===== src/rtl/alu_uart_sequencer.sv =====
// Sequences a 3-byte UART frame (A, B, opcode) into the ALU and returns one result byte.
// Latency: opcode byte in cycle N -> EXEC in N+1 -> o_tx_start pulse in N+2.
// Backpressure: one byte in flight; new frames wait for i_tx_done, and bytes arriving while busy are dropped.
module alu_uart_sequencer #(
  parameter int SIZE_OP     = 8,
  parameter int SIZE_COD    = 6,
  parameter int TIMEOUT_CYC = 1000000
) (
  input  logic                i_clk,
  input  logic                i_rst_n,
  input  logic [7:0]          i_rx_data,
  input  logic                i_rx_done,
  input  logic                i_tx_done,
  input  logic [SIZE_OP-1:0]  i_alu_result,
  output logic [SIZE_OP-1:0]  o_alu_a,
  output logic [SIZE_OP-1:0]  o_alu_b,
  output logic [SIZE_COD-1:0] o_alu_op,
  output logic [7:0]          o_tx_data,
  output logic                o_tx_start,
  output logic                o_busy,
  output logic                o_error
);

  // Counter only has to reach TIMEOUT_CYC-1.
  localparam int CW = (TIMEOUT_CYC > 1) ? $clog2(TIMEOUT_CYC) : 1;
  localparam logic [CW-1:0] CNT_LAST = CW'(TIMEOUT_CYC - 1);

  typedef enum logic [2:0] {
    S_GET_A   = 3'd0,
    S_GET_B   = 3'd1,
    S_GET_OP  = 3'd2,
    S_EXEC    = 3'd3,
    S_SEND    = 3'd4,
    S_WAIT_TX = 3'd5
  } state_t;

  state_t              r_state;
  state_t              w_next;
  logic [CW-1:0]       r_cnt;
  logic [SIZE_OP-1:0]  r_alu_a;
  logic [SIZE_OP-1:0]  r_alu_b;
  logic [SIZE_COD-1:0] r_alu_op;
  logic [7:0]          r_tx_data;
  logic                r_error;
  logic [7:0]          w_res_ext;
  logic                w_load_a;
  logic                w_load_b;
  logic                w_load_op;
  logic                w_load_tx;
  logic                w_timeout;
  logic                w_cnt_run;
  logic                w_tx_start;
  logic                w_busy;
  logic                w_cnt_last;

  assign w_cnt_last = (r_cnt == CNT_LAST);

  // Zero-extend the ALU result to a full transmit byte.
  always_comb begin
    w_res_ext                = '0;
    w_res_ext[SIZE_OP-1:0]   = i_alu_result;
  end

  // State register.
  always_ff @(posedge i_clk) begin
    if (!i_rst_n) r_state <= S_GET_A;
    else          r_state <= w_next;
  end

  // Next-state and per-state control; a byte on the limit cycle beats the timeout.
  always_comb begin
    w_next     = r_state;
    w_load_a   = 1'b0;
    w_load_b   = 1'b0;
    w_load_op  = 1'b0;
    w_load_tx  = 1'b0;
    w_timeout  = 1'b0;
    w_cnt_run  = 1'b0;
    w_tx_start = 1'b0;
    w_busy     = 1'b0;
    case (r_state)
      S_GET_A: begin
        if (i_rx_done) begin
          w_load_a = 1'b1;
          w_next   = S_GET_B;
        end
      end
      S_GET_B: begin
        if (i_rx_done) begin
          w_load_b = 1'b1;
          w_next   = S_GET_OP;
        end else if (w_cnt_last) begin
          w_timeout = 1'b1;
          w_next    = S_GET_A;
        end else begin
          w_cnt_run = 1'b1;
        end
      end
      S_GET_OP: begin
        if (i_rx_done) begin
          w_load_op = 1'b1;
          w_next    = S_EXEC;
        end else if (w_cnt_last) begin
          w_timeout = 1'b1;
          w_next    = S_GET_A;
        end else begin
          w_cnt_run = 1'b1;
        end
      end
      S_EXEC: begin
        w_busy    = 1'b1;
        w_load_tx = 1'b1;
        w_next    = S_SEND;
      end
      S_SEND: begin
        w_busy     = 1'b1;
        w_tx_start = 1'b1;
        w_next     = S_WAIT_TX;
      end
      S_WAIT_TX: begin
        w_busy = 1'b1;
        if (i_tx_done) w_next = S_GET_A;
      end
      default: w_next = S_GET_A;
    endcase
  end

  // Inter-byte idle counter; any cycle it is not running (byte accepted, other state) clears it.
  always_ff @(posedge i_clk) begin
    if (!i_rst_n)       r_cnt <= '0;
    else if (w_cnt_run) r_cnt <= r_cnt + CW'(1);
    else                r_cnt <= '0;
  end

  // Operand, opcode and result capture; operands persist across timeouts so the ALU stays stable.
  always_ff @(posedge i_clk) begin
    if (!i_rst_n) begin
      r_alu_a   <= '0;
      r_alu_b   <= '0;
      r_alu_op  <= '0;
      r_tx_data <= '0;
      r_error   <= 1'b0;
    end else begin
      if (w_load_a)  r_alu_a   <= i_rx_data[SIZE_OP-1:0];
      if (w_load_b)  r_alu_b   <= i_rx_data[SIZE_OP-1:0];
      if (w_load_op) r_alu_op  <= i_rx_data[SIZE_COD-1:0];
      if (w_load_tx) r_tx_data <= w_res_ext;
      r_error <= w_timeout;
    end
  end

  assign o_alu_a    = r_alu_a;
  assign o_alu_b    = r_alu_b;
  assign o_alu_op   = r_alu_op;
  assign o_tx_data  = r_tx_data;
  assign o_tx_start = w_tx_start;
  assign o_busy     = w_busy;
  assign o_error    = r_error;

endmodule


===== config.mk =====
export PLATFORM = sky130hd
export DESIGN_NAME = alu_uart_sequencer
export DESIGN_NICKNAME = d
export VERILOG_FILES = /design/src/rtl/alu_uart_sequencer.sv
export SDC_FILE = /design/constraint.sdc
export NUM_CORES = 1
export LEC_CHECK = 0
export ABC_CLOCK_PERIOD_IN_PS = 4800
export CAP_MARGIN = 20
export CELL_PAD_IN_SITES_DETAIL_PLACEMENT = 1
export CELL_PAD_IN_SITES_GLOBAL_PLACEMENT = 1
export CORE_MARGIN = 2
export CORE_UTILIZATION = 39
export DETAILED_ROUTE_END_ITERATION = 16
export GPL_TIMING_DRIVEN = 0
export PLACE_DENSITY_LB_ADDON = 0.3
export REMOVE_ABC_BUFFERS = 1
export SYNTH_ARGS = -nofsm -noshare
export SYNTH_HDL_FRONTEND = slang
export SYNTH_SLANG_ARGS = --single-unit

===== constraint.sdc =====
create_clock -name i_clk -period 4.8 [get_ports i_clk]
set_input_delay 0.72 -clock i_clk [delete_from_list [all_inputs] [get_ports i_clk]]
set_output_delay 0.72 -clock i_clk [all_outputs]
set_load 0.005 [all_outputs]

=== Yosys cells after proc, flatten, opt, wreduce, memory -nomap -nowiden ===
Cells that the tools add are included.

* Mux-type cells: 17
* Reduce and logical (&&, ||, !) cells: 6
* Eq/ne operators: 8
* Bitwise gates (word level): 2
* Add/subtract/negate cells: 1

{| class="wikitable"
|+ Operator list
! cell !! count
|-
| $add A20 B1 Y20 const B || 1
|-
| $eq A20 B20 Y1 const B || 1
|-
| $pmux W3 S6 || 1
|-
| $mux W3 || 5
|-
| $mux W1 || 11
|-
| $eq A3 B2 Y1 const B || 2
|-
| $eq A3 B3 Y1 const B || 2
|-
| $reduce_or A3 Y1 || 2
|-
| $ne A2 B2 Y1 const B || 2
|-
| $reduce_and A2 Y1 || 2
|-
| $eq A3 B1 Y1 const B || 1
|-
| $logic_not A3 Y1 || 1
|-
| $not A1 Y1 || 2
|-
| $reduce_or A2 Y1 || 1
|}

* Logic and storage cells: 41
* Register bits: 54
* Input port bits: 20

=== Depth between registers and ports, before layout ===
* Depth in word-level cells: 5
* Depth in mapped cells: 6
* Depth with buffers taken out: 5

=== Least setup slack after synthesis ===
No wires, ideal clock.

* Path kind: register to output
* Start point: reg r_state[0]
* End point: out o_busy
* Data required time: 4.080 ns
* Buffers on the path: 2
* Stages on the path, launching flop included: 5
* Setup slack: 3.050 ns
* Arrival time: 1.030 ns
* Cells stage by stage: dfxtp_1 buf_2 nand3b_1 clkbuf_1 nand2_1

* Cells in the longest elaborated chain, start to end: 3
* Elaborated cells on any way between the ends: 5

{| class="wikitable"
|+ Ends and longest elaborated chain
! what !! RTL line !! text
|-
| start: declaration || 37 || <nowiki>state_t r_state;</nowiki>
|-
| start signal: assignment || 67 || <nowiki>else r_state <= w_next;</nowiki>
|-
| $eq A3 B3 Y1 / $eq A3 B2 Y1 (equally long branches) || 81 || <nowiki>case (r_state)</nowiki>
|-
| $reduce_or A3 Y1 (no source line) (*) || n/a ||
|-
| $mux W1 (*) || 81 ||
|-
| end: declaration || 20 || <nowiki>output logic o_busy,</nowiki>
|}

Every way passes the cells marked *; elsewhere a longest branch is shown, timed or not.

=== Worst setup path in the final report ===
Same ends and word-level chain as after synthesis.

==> flow_summary.ini <==
[timing]
maxSlewHeadroom = 0.477
rsz0062_at_grt = false
fin_skew_ns = 0.00311
holdWs_ns = 0.473
finalSetupViolations = 0
fin_tns_setup_ns = 0
worst_pin_slew_ns = 0.784
period_minus_slack_ns = 2.80
maxSlewViolCount = 0
finalCritPeriodShare = 0.584
hold_viol = 0
fmax_mhz = 357

[synthesis]
ys_seq_area_frac = 0.485
synthFlopType = dfxtp_1
synth-edff-count = 0
synthDistinctLibCells = 38
synth_area_leaders = dfxtp_1 49%, mux2i_1 9.9%, nand2_1 4.7%
synth_warnings = 0
avgSynthCellArea_um2 = 9.21
synthArstFlopShare = 0
synth_seq_cells = 54
syn_inst = 242
synth_top_area_frac = 0.485
synth_area_mm2 = 0.00223
synth_top_area_cell = dfxtp_1

[pwr]
power_leakage_nw = 1.03
ir_worst_vdd_v = 0.000174
p_clk_frac = 0.349
powerDensity_mw_per_mm2 = 289
power_switching_mw = 0.192
p_seq_frac = 0.554
switching_share = 0.228
power_frac_comb = 0.097
internal_power_mw = 0.651

[layout]
fin_util = 0.530
syn_to_final_growth_pct = 31.0
diodes = 0
n_fill_cell = 653
final_nets = 315
seq_area_mm2 = 0.00108
drive_gt1_frac = 0.0475
multi_input_area_mm2 = 0.00111

[critical_path]
start_kind = flip-flop
critPathTopFamily = simple AND/OR/NAND/NOR gates
end_kind = primary output
critical_path_arrival_ns = 2.08
crit_type = reg -> out
worstPathBufferInverterCount = 1
crit_chain = nand3b_1 -> nand2_1 -> clkdlybuf4s50_1
required_ns = 4.08
cp_slowest_cell = clkdlybuf4s50_1
critPathMaxStageDelay_ns = 0.53
crit_fanout = 10
r2r_slack_ns = 2.73

[die]
core_area_mm2 = 0.00551
io_pins = 53
die_area_mm2 = 0.00633
row_count = 27
die_h_um = 79.6
dieWidth_um = 79.6
initial_core_util = 0.405

[clock_tree]
cts_tree = built
cts_buffers = 5
clockRootBuffer = clkbuf_8
ctsHtreeMaxLevel = 2
numClockSinks = 54
cts-resized-gates = 0
ctsHoldBuffers = 0
clk_latency_ns = 0.31
clockBufferDepth = 2
cts_setup_buffers = 0
path_clk_slew_ns = 0.09

[drt]
via_count = 1903
wire_per_inst_um = 14.9
maxUsedRoutingLayer = met4
firstDrtPassIters = 4
ant_nets = 0
avgViaCountPerCell = 5.19
routed_wl_um = 5480
drcViolationCount = 0
met2_length_um = 2580
drt_iter0_markers = 49
wl_met1_um = 2300
route.met3.wl_um = 446

[placement]
port_buffers = 52
gp_congestion = 0.782
hpwl_um = 3790

[run_status]
outcome = finished, final reports clean

[global_routing]
grt_pass1_vias = 2028
grt_start_max_net_pins = 21
grt_overflow_total = 0
grt_pass1_wl_um = 9110
grt_usage = 0.185
antenna_found_initial = 0

[run]
max_cap_violations = 0

[worst_hold_path]
min_path_type = reg -> reg
-- cell families (layout without fill, tap and decap cells) --
| group | after synthesis | in the layout | share of synthesized area |
|---|---|---|---|
| xor+xnor | 12 | 12 | 0.0472 |
| simple gates | 114 | 114 | 0.262 |
| flops | 54 | 54 | 0.485 |
| buf+inv | 10 | 63 | 0.0185 |
| fa+ha+maj | 1 | 1 | 0.00561 |
| compound gates | 29 | 29 | 0.0825 |
| mux | 22 | 22 | 0.0988 |
-- stage by stage --
step                      setup slack [ns]  cell area (um2)  power [mW]  instances
after floorplan                       3.08             2190       0.509        234
after global placement                2.11             2810       0.557        358
after detailed placement              2.12             2810       0.559        358
after CTS                             1.98             2920       0.852        366
after global routing                  1.91             2920       0.884        367
final                                 2.00             2920       0.843        367
-- power by group through the flow --
stage	Combinational [mW]	Sequential, mW	Clock, mW
5_1_grt	0.0900	0.469	0.325
4_1_cts	0.0821	0.468	0.303
3_3_place_gp	0.0798	0.478	0
6_report	0.0816	0.468	0.294
3_5_place_dp	0.0814	0.478	0
2_1_floorplan	0.0317	0.478	0
-- state kept, by name, indices dropped and copies added (netlist names) --
| signal | cells |
|---|---|
| o_error | 1 |
| r_state | 3 |
| o_alu_a | 8 |
| o_tx_data | 8 |
| r_cnt | 20 |
| o_alu_op | 6 |
| o_alu_b | 8 |
-- tightest hold or removal path: cells and delay by family, from the launching register on --
family,cells,cell delay [ns]
flops,1,0.32
simple gates,1,0.05
compound gates,1,0.06
-- layout by cell type (no fill, tap or decap), types with 2 or more instances in the layout --
master,Yosys,layout
a21boi_0,9,9
nand2b_1,4,4
clkbuf_8,0,8
nor4b_1,2,2
nor2b_1,11,11
clkdlybuf4s50_1,0,52
nor2_1,28,28
o31ai_1,2,2
mux2i_1,22,22
nor4_1,2,2
a21oi_1,8,8
xnor2_1,6,6
nand2_1,28,28
nor3_1,4,4
dfxtp_1,54,54
inv_1,2,2
and3_1,4,4
nand3_1,10,10
nand4_1,4,4
xor2_1,6,6
and2_1,2,2
o21ai_0,6,6
or3_1,6,6
-- final cells by class --
| type | count | share of cell area |
|---|---|---|
| inverter | 2 | 0.00257 |
| multi-input combinational | 178 | 0.379 |
| sequential | 54 | 0.370 |
| clock buffer | 8 | 0.0377 |
| timing repair buffer | 53 | 0.180 |
| tap | 72 | 0.0308 |
-- cell usage after synthesis, types with 6 or more instances --
cell type	number
o21ai_0	6
a21oi_1	8
xnor2_1	6
xor2_1	6
nand3_1	10
mux2i_1	22
nand2_1	28
nor2_1	28
or3_1	6
nor2b_1	11
a21boi_0	9
dfxtp_1	54
-- final timing paths --
kind,from,endpoint,cells past startpoint
worst max-delay path,r_state[0],o_busy,3
worst min-delay path,o_alu_a[2],o_alu_a[2],2
worst max register to register,r_cnt[0],r_cnt[5],5
worst min register to register,o_alu_a[2],o_alu_a[2],2
-- per-layer routing --
metal | vias up | global-route usage
met4 | 0 | 0.0845
met2 | 53 | 0.299
met1 | 898 | 0.212
li1 | 939 | -
met3 | 13 | 0.0747
met5 | - | 0
Note: power is estimated with default switching activity, not from simulation.
